==> config.mk <==
export PLATFORM = sky130hd
export DESIGN_NAME = lm_div_pipe
export DESIGN_NICKNAME = d
export VERILOG_FILES = /design/src/rtl/lm_div_pipe.sv
export SDC_FILE = /design/constraint.sdc
export NUM_CORES = 1
export LEC_CHECK = 0
export CAP_MARGIN = 20
export CELL_PAD_IN_SITES_DETAIL_PLACEMENT = 0
export CELL_PAD_IN_SITES_GLOBAL_PLACEMENT = 1
export CORE_AREA = 2 2 135 137
export CTS_CLUSTER_SIZE = 28
export DETAILED_ROUTE_END_ITERATION = 10
export DIE_AREA = 0 0 137 139
export GPL_ROUTABILITY_DRIVEN = 0
export HOLD_SLACK_MARGIN = 0.1
export PLACE_DENSITY_LB_ADDON = 0.15
export SYNTH_ARGS = -nofsm -noshare
export SYNTH_HDL_FRONTEND = slang
export SYNTH_SLANG_ARGS = --single-unit
==> constraint.sdc <==
create_clock -name clk -period 3.3 [get_ports clk]
set_input_delay 0.66 -clock clk [delete_from_list [all_inputs] [get_ports clk]]
set_output_delay 0.66 -clock clk [all_outputs]
set_load 0.02 [all_outputs]
==> src/rtl/lm_div_pipe.sv <==
// lm_div_pipe: three-stage Mitchell logarithmic divider.
// Operands go to a 19-bit log format ({k[3:0], f[14:0]}), the logs are
// subtracted and the difference is antilog-converted to a Q16.16 quotient.
// All stages share one advance enable, so a stalled output freezes the
// whole pipe and bubbles collapse toward the output whenever out_valid = 0.
module lm_div_pipe #(
  parameter int N = 16
) (
  input  logic           clk,
  input  logic           rst_n,
  input  logic           in_valid,
  output logic           in_ready,
  input  logic [N-1:0]   a,
  input  logic [N-1:0]   b,
  output logic           out_valid,
  input  logic           out_ready,
  output logic [2*N-1:0] q,
  output logic           dz
);

  // Log conversion: leading-one position k, remaining bits left-aligned.
  // A zero operand maps to 0; the zero flags override the result anyway.
  function automatic logic [18:0] to_log(input logic [15:0] x);
    logic [3:0]  k;
    logic [15:0] sh;
    k = '0;
    for (int i = 0; i < 16; i++) begin
      if (x[i]) k = i[3:0];
    end
    sh = x << (4'd15 - k);
    return {k, sh[14:0]};
  endfunction

  logic        adv;
  logic        v1, v2;
  logic [18:0] la, lb;
  logic        za1, zb1, za2, zb2;
  logic [19:0] d;
  logic [4:0]  kq;
  logic [15:0] m;
  logic [5:0]  s;
  logic [5:0]  neg_s;
  logic [31:0] q_ar;

  // A stalled, full output stage is the only thing that holds the pipe.
  assign adv      = out_ready | ~out_valid;
  assign in_ready = adv;

  // S1: operand logs and special-case flags.
  always_ff @(posedge clk or negedge rst_n) begin
    if (!rst_n) begin
      v1  <= 1'b0;
      la  <= '0;
      lb  <= '0;
      za1 <= 1'b0;
      zb1 <= 1'b0;
    end else if (adv) begin
      v1  <= in_valid & in_ready;
      la  <= to_log(a[15:0]);
      lb  <= to_log(b[15:0]);
      za1 <= (a == '0);
      zb1 <= (b == '0);
    end
  end

  // S2: 20-bit two's-complement log difference.
  always_ff @(posedge clk or negedge rst_n) begin
    if (!rst_n) begin
      v2  <= 1'b0;
      d   <= '0;
      za2 <= 1'b0;
      zb2 <= 1'b0;
    end else if (adv) begin
      v2  <= v1;
      d   <= {1'b0, la} - {1'b0, lb};
      za2 <= za1;
      zb2 <= zb1;
    end
  end

  // Antilog: m = 1.fq scaled by 2^(kq+1) gives Q16.16; right shifts truncate.
  always_comb begin
    kq    = d[19:15];
    m     = {1'b1, d[14:0]};
    s     = {kq[4], kq} + 6'd1;
    neg_s = 6'd0 - s;
    q_ar  = '0;
    if (!s[5]) q_ar = {16'b0, m} << s[4:0];
    else       q_ar = {16'b0, m} >> neg_s[4:0];
  end

  // S3: output register; zero divisor wins over zero dividend.
  always_ff @(posedge clk or negedge rst_n) begin
    if (!rst_n) begin
      out_valid <= 1'b0;
      q         <= '0;
      dz        <= 1'b0;
    end else if (adv) begin
      out_valid <= v2;
      dz        <= zb2;
      if (zb2)      q <= '1;
      else if (za2) q <= '0;
      else          q <= q_ar;
    end
  end

endmodule

-- Yosys cells after proc, flatten, opt, wreduce, memory -nomap -nowiden
Cells that the tools add are included.
Widths: inputs -> output; s select.
- shift-type cells: 4
- add/subtract/negate cells: 5
- bitwise gates (word level): 3
- reduce and logical (&&, ||, !) cells: 2
- multiplexer cells: 35
- operator list (operator ; count):
    $mux 4 ; 30
    $mux 32 ; 3
    $logic_not 16->1 ; 2
    $shl 16x4->15 ; 2
    $shl 16x5->32 ; 1
    $shr 16x5->32 ; 1
    $sub 19x19->20 ; 1
    $sub 4x4->4 const A ; 2
    $add 5x2->6 const B ; 1
    $sub 1x5->5 const A ; 1
    $mux 1 ; 2
    $and 1x1->1 ; 1
    $not 1->1 ; 1
    $or 1x1->1 ; 1
- logic and storage cells: 61
- output and inout port bits: 35
- bits of input ports: 36
- register bits after elaboration: 98

-- Logic depth before layout (Yosys ltp)
- word-level depth: 18
- gate-level depth with buffers: 13
- gate-level depth less buffers: 10

-- Worst setup path before layout
Ideal clock, no wire load.
- path kind: reg-to-reg
- from: register d[15]
- to: register q[12]
- slack: 0.255 ns
- period minus slack after synthesis: 3.045 ns
- library setup time: 0.136 ns
- path buffers: 3
- data arrival time: 2.909 ns
- cell stages (with the launch flop): 12
- required time: 3.164 ns
- cells stage by stage: dfrtp_1 > buf_2 > buf_2 > inv_1 > ha_1 > buf_2 > mux2_2 > mux2i_1 > o21ai_0 > mux2_2 > a2111oi_0 > nor3_1
- cells in the longest elaborated chain, start to end: 6
- elaborated cells on any way between the ends: 7
- those cells by class: add/sub (2); shift (2); mux (3)
- ends and longest elaborated chain (element ; RTL line ; RTL):
    start: declaration ; 38 ; logic [19:0] d;
    start signal: assignment ; 75 ; d <= {1'b0, la} - {1'b0, lb};
    $add 5x2->6 * ; 85 ; s = {kq[4], kq} + 6'd1;
    $sub 1x5->5 ; 86 ; neg_s = 6'd0 - s;
    $shr 16x5->32 ; 89 ; else q_ar = {16'b0, m} >> neg_s[4:0];
    $mux 32 * ; 88 ; if (!s[5]) q_ar = {16'b0, m} << s[4:0];
    $mux 32 * ; 102 ; else if (za2) q <= '0;
    $mux 32 * ; 101 ; if (zb2) q <= '1;
    end signal: assignment ; 103 ; else q <= q_ar;
    end: declaration ; 17 ; output logic [2*N-1:0] q,
Every way passes the cells marked *; elsewhere a longest branch is shown, timed or not.
A chain may end at the register's enable or synchronous reset.

-- Worst setup path in the final report
- from: register d[15]
- to: register q[14]
Same word-level chain as after synthesis.

==> results.py <==
metrics = {
    "global_routing": {
        "grt_start_max_net_pins": 91,
        "grt_pass1_wl_um": 37700,
        "globalRouteTotalUtil_pct": 25.1,
        "grt-ovfl-total": 0,
        "antenna_found_initial": 0,
        "grt_pass1_vias": 7086,
    },
    "floorplanning": {
        "initial_core_util_pct": 44.4,
        "top_level_pins": 71,
        "core_area_um2": 17700,
        "die_width_um": 137,
        "dieArea_um2": 19000,
        "chipHeight_um": 139,
        "num_rows": 49,
    },
    "clock_network": {
        "clockBufferDepth": 2,
        "hold_buffers": 0,
        "cts_setup_buffers": 0,
        "clk_latency_ns": 0.36,
        "clkSinkCount": 98,
        "tritoncts": "done",
        "cts_repair_resize_count": 0,
        "clk_pin_slew_worst_paths_ns": 0.07,
        "tritoncts.num_buffers": 9,
        "cts_max_level": 3,
        "root_driver": "clkbuf_16",
    },
    "yosys": {
        "syn_area_um2": 7830,
        "ys.flop_type": "dfrtp_1",
        "synth-edff-count": 0,
        "avg_inst_size_synth_um2": 8.25,
        "synth_warnings": 0,
        "seq_area_frac_synth_pct": 31.3,
        "synth_seq_cells": 98,
        "mappedNetlistNets": 1009,
        "asyncSetResetFlopFracSynth_pct": 100,
        "synth.lib_cells_used.distinct": 73,
        "postSynthCellCount": 950,
    },
    "critical_path": {
        "regToRegEndpoint": "q[14]",
        "ff2ff_path_depth": 10,
        "crit_fanout": 38,
        "critical_path.reg2reg.startpoint": "d[15]",
        "critical_path_arrival_ns": 3.25,
        "ff_to_ff_setup_slack_ns": 0.27,
        "crit_type": "reg2reg",
        "worstSetupStartpointType": "register",
        "worst_setup_path_end_kind": "register",
        "crit_required_ns": 3.52,
    },
    "final_layout": {
        "drive_gt1_share_pct": 9.91,
        "antenna_cells_inserted": 0,
        "share_of_the_core_filled_with_cells_pct": 52.3,
        "flow.area_growth_from_synthesis_pct": 17.9,
        "design.final.nets": 1073,
        "finish.cell_count_without_fillers": 1248,
    },
    "sta": {
        "fin_setup_tns_ns": 0,
        "slew-limit-headroom_pct": 42.0,
        "finalClockSkew_ns": 0.0119,
        "unrepaired_setup_endpoints_after_global_routing": "false",
        "final_hold_vios": 0,
        "final.setup.worst_slack_ns": 0.274,
        "finalCriticalPeriod_ns": 3.03,
        "clock.fmax_mhz": 330,
        "final-setup-viol-count": 0,
        "finalMaxSlewViolations": 0,
        "worst_pin_slew_ns": 0.870,
        "fin_crit_sh_pct": 91.7,
    },
    "placed_design": {
        "port-buffer-count": 70,
        "place.detailed.instances": 1232,
        "post-dp-hpwl_um": 17900,
        "dp_worst_setup_slack_ns": 0.130,
    },
    "routing": {
        "antenna_violating_nets_post_route": 0,
        "drt_drc_violations_left": 0,
        "firstDrtPassIters": 5,
        "routed_via_density": 5.84,
        "drtIter0Drc": 600,
        "wl_um": 23200,
        "vias": 7293,
        "wl_per_cell_um": 18.6,
    },
    "status": {
        "outcome": "finished, final reports clean",
    },
    "pwr": {
        "power.leakage_nw": 4.01,
        "power.density_nw_per_um2": 1100,
        "vdd_ir_max_mv": 0.830,
    },
    "worst_hold_path": {
        "worstHoldPathType": "in2async",
    },
    "flow_run": {
        "maxCapViolCount": 0,
    },
}
==> layout make-up <==
cell class,instances,area (um2)
sequential,98,2450
fill,1760,8420
inverter,36,135
timing repair buffer,112,1060
multi-input combinational,757,5000
clock buffer,9,225
clock inverter,7,70.1
tap,229,287
==> metrics by stage <==
stage               hold WS [ns]  total power, mW  cell area (um2)
floorplan                  0.364             6.88             7830
finish                     0.406             10.1             9240
global placement           0.445             9.01             8940
CTS                        0.455             10.1             9230
global route               0.481             11.0             9240
detailed placement         0.447             9.03             8940
==> routing by layer <==
metal	routed length [um]	vias up	global-route usage, %
li1	-	3631	-
met1	10300	3445	33.5
met2	11400	174	41.9
met3	794	43	3.11
met4	724	0	8.74
met5	0	-	0
==> worst max-delay path, stage by stage (launching register included) <==
cell and delay [ns]:
dfrtp_1 0.34, inv_1 0.11, ha_1 0.41, buf_12 0.25, mux2_2 0.37, a21oi_1 0.36, nand2_1 0.09, o21ai_0 0.23
a21oi_1 0.18, a2111oi_1 0.45, nor3_1 0.10
==> cells in the final DEF (no fill, tap or decap), drive strengths merged, types with 3 or more instances in the layout <==
| cell type | Yosys | routed |
|---|---|---|
| clkbuf | 41 | 9 |
| clkinv | 1 | 5 |
| a31oi | 12 | 12 |
| o21ai | 64 | 64 |
| and2 | 4 | 4 |
| or4 | 3 | 3 |
| mux2i | 56 | 56 |
| o221ai | 4 | 4 |
| a221o | 9 | 9 |
| nor3b | 8 | 8 |
| o21a | 9 | 9 |
| ha | 22 | 22 |
| buf | 18 | 43 |
| nor2 | 106 | 106 |
| nor3 | 21 | 21 |
| or3 | 5 | 5 |
| a2111oi | 5 | 5 |
| nand3 | 15 | 15 |
| clkdlybuf4s50 | 0 | 69 |
| o22ai | 11 | 11 |
| a22oi | 12 | 12 |
| and3 | 7 | 7 |
| a211oi | 8 | 8 |
| o311ai | 3 | 3 |
| inv | 35 | 36 |
| dfrtp | 98 | 98 |
| o31ai | 11 | 11 |
| xor2 | 7 | 7 |
| mux2 | 12 | 12 |
| nand2b | 19 | 19 |
| nor4 | 8 | 8 |
| mux4 | 16 | 16 |
| nor2b | 7 | 7 |
| a21o | 9 | 9 |
| a221oi | 6 | 6 |
| o211ai | 8 | 8 |
| a21oi | 105 | 105 |
| a22o | 5 | 5 |
| nand2 | 112 | 112 |
| xnor2 | 12 | 12 |
==> where the power goes <==
group	internal [mW]	switching, mW
registers	1.63	0.400
logic	2.97	4.08
clock network	0.587	0.485
==> cell usage after synthesis, drive strengths merged, types with 6 or more instances <==
| master | count | area share [%] |
|---|---|---|
| a21oi | 105 | 6.7 |
| nor3b | 8 | 0.77 |
| nand2 | 112 | 5.4 |
| ha | 22 | 3.5 |
| nor3 | 21 | 1.3 |
| and3 | 7 | 0.56 |
| mux2 | 12 | 1.7 |
| dfrtp | 98 | 31 |
| nor2 | 106 | 5.1 |
| a21o | 9 | 0.86 |
| buf | 18 | 1.4 |
| inv | 35 | 1.7 |
| clkbuf | 41 | 2.0 |
| nor2b | 7 | 0.56 |
| o21a | 9 | 0.86 |
| a221oi | 6 | 0.67 |
| o21ai | 64 | 4.1 |
| xnor2 | 12 | 1.3 |
| nor4 | 8 | 0.64 |
| mux4 | 16 | 4.6 |
| a22oi | 12 | 1.2 |
| nand2b | 19 | 1.5 |
| a211oi | 8 | 0.77 |
| nand3 | 15 | 0.96 |
| a31oi | 12 | 1.3 |
| a221o | 9 | 1.2 |
| o31ai | 11 | 1.1 |
| mux2i | 56 | 7.2 |
| xor2 | 7 | 0.78 |
| o211ai | 8 | 0.83 |
| o22ai | 11 | 0.88 |
==> kinds of logic after synthesis <==
| family | count (synthesis) | share of synthesized area [%] |
|---|---|---|
| simple gates | 325 | 18.8 |
| compound gates | 306 | 25.5 |
| flops | 98 | 31.3 |
| buf+inv | 95 | 5.05 |
| mux | 84 | 13.5 |
| fa+ha+maj | 23 | 3.77 |
| xor+xnor | 19 | 2.12 |
==> state kept, by name, indices dropped and copies added (netlist names) <==
register / cells
d: 20
dz: 1
la: 19
lb: 19
out_valid: 1
q: 32
v1: 1
v2: 1
za1: 1
za2: 1
zb1: 1
zb2: 1
==> worst max path at each step <==
| stage | slack (ns) | startpoint | depth (start not counted) | to |
|---|---|---|---|---|
| 6_report | 0.27 | d[15] | 10 | q[14] |
| 4_1_cts | 0.25 | d[15] | 10 | q[14] |
| 2_1_floorplan | 0.25 | d[15] | 11 | q[12] |
| 3_5_place_dp | 0.13 | a[5] | 8 | la[8] |
| 5_1_grt | 0.04 | d[15] | 10 | q[14] |
| 3_3_place_gp | 0.14 | b[11] | 8 | lb[13] |
Note: power is estimated with default switching activity, not from simulation.
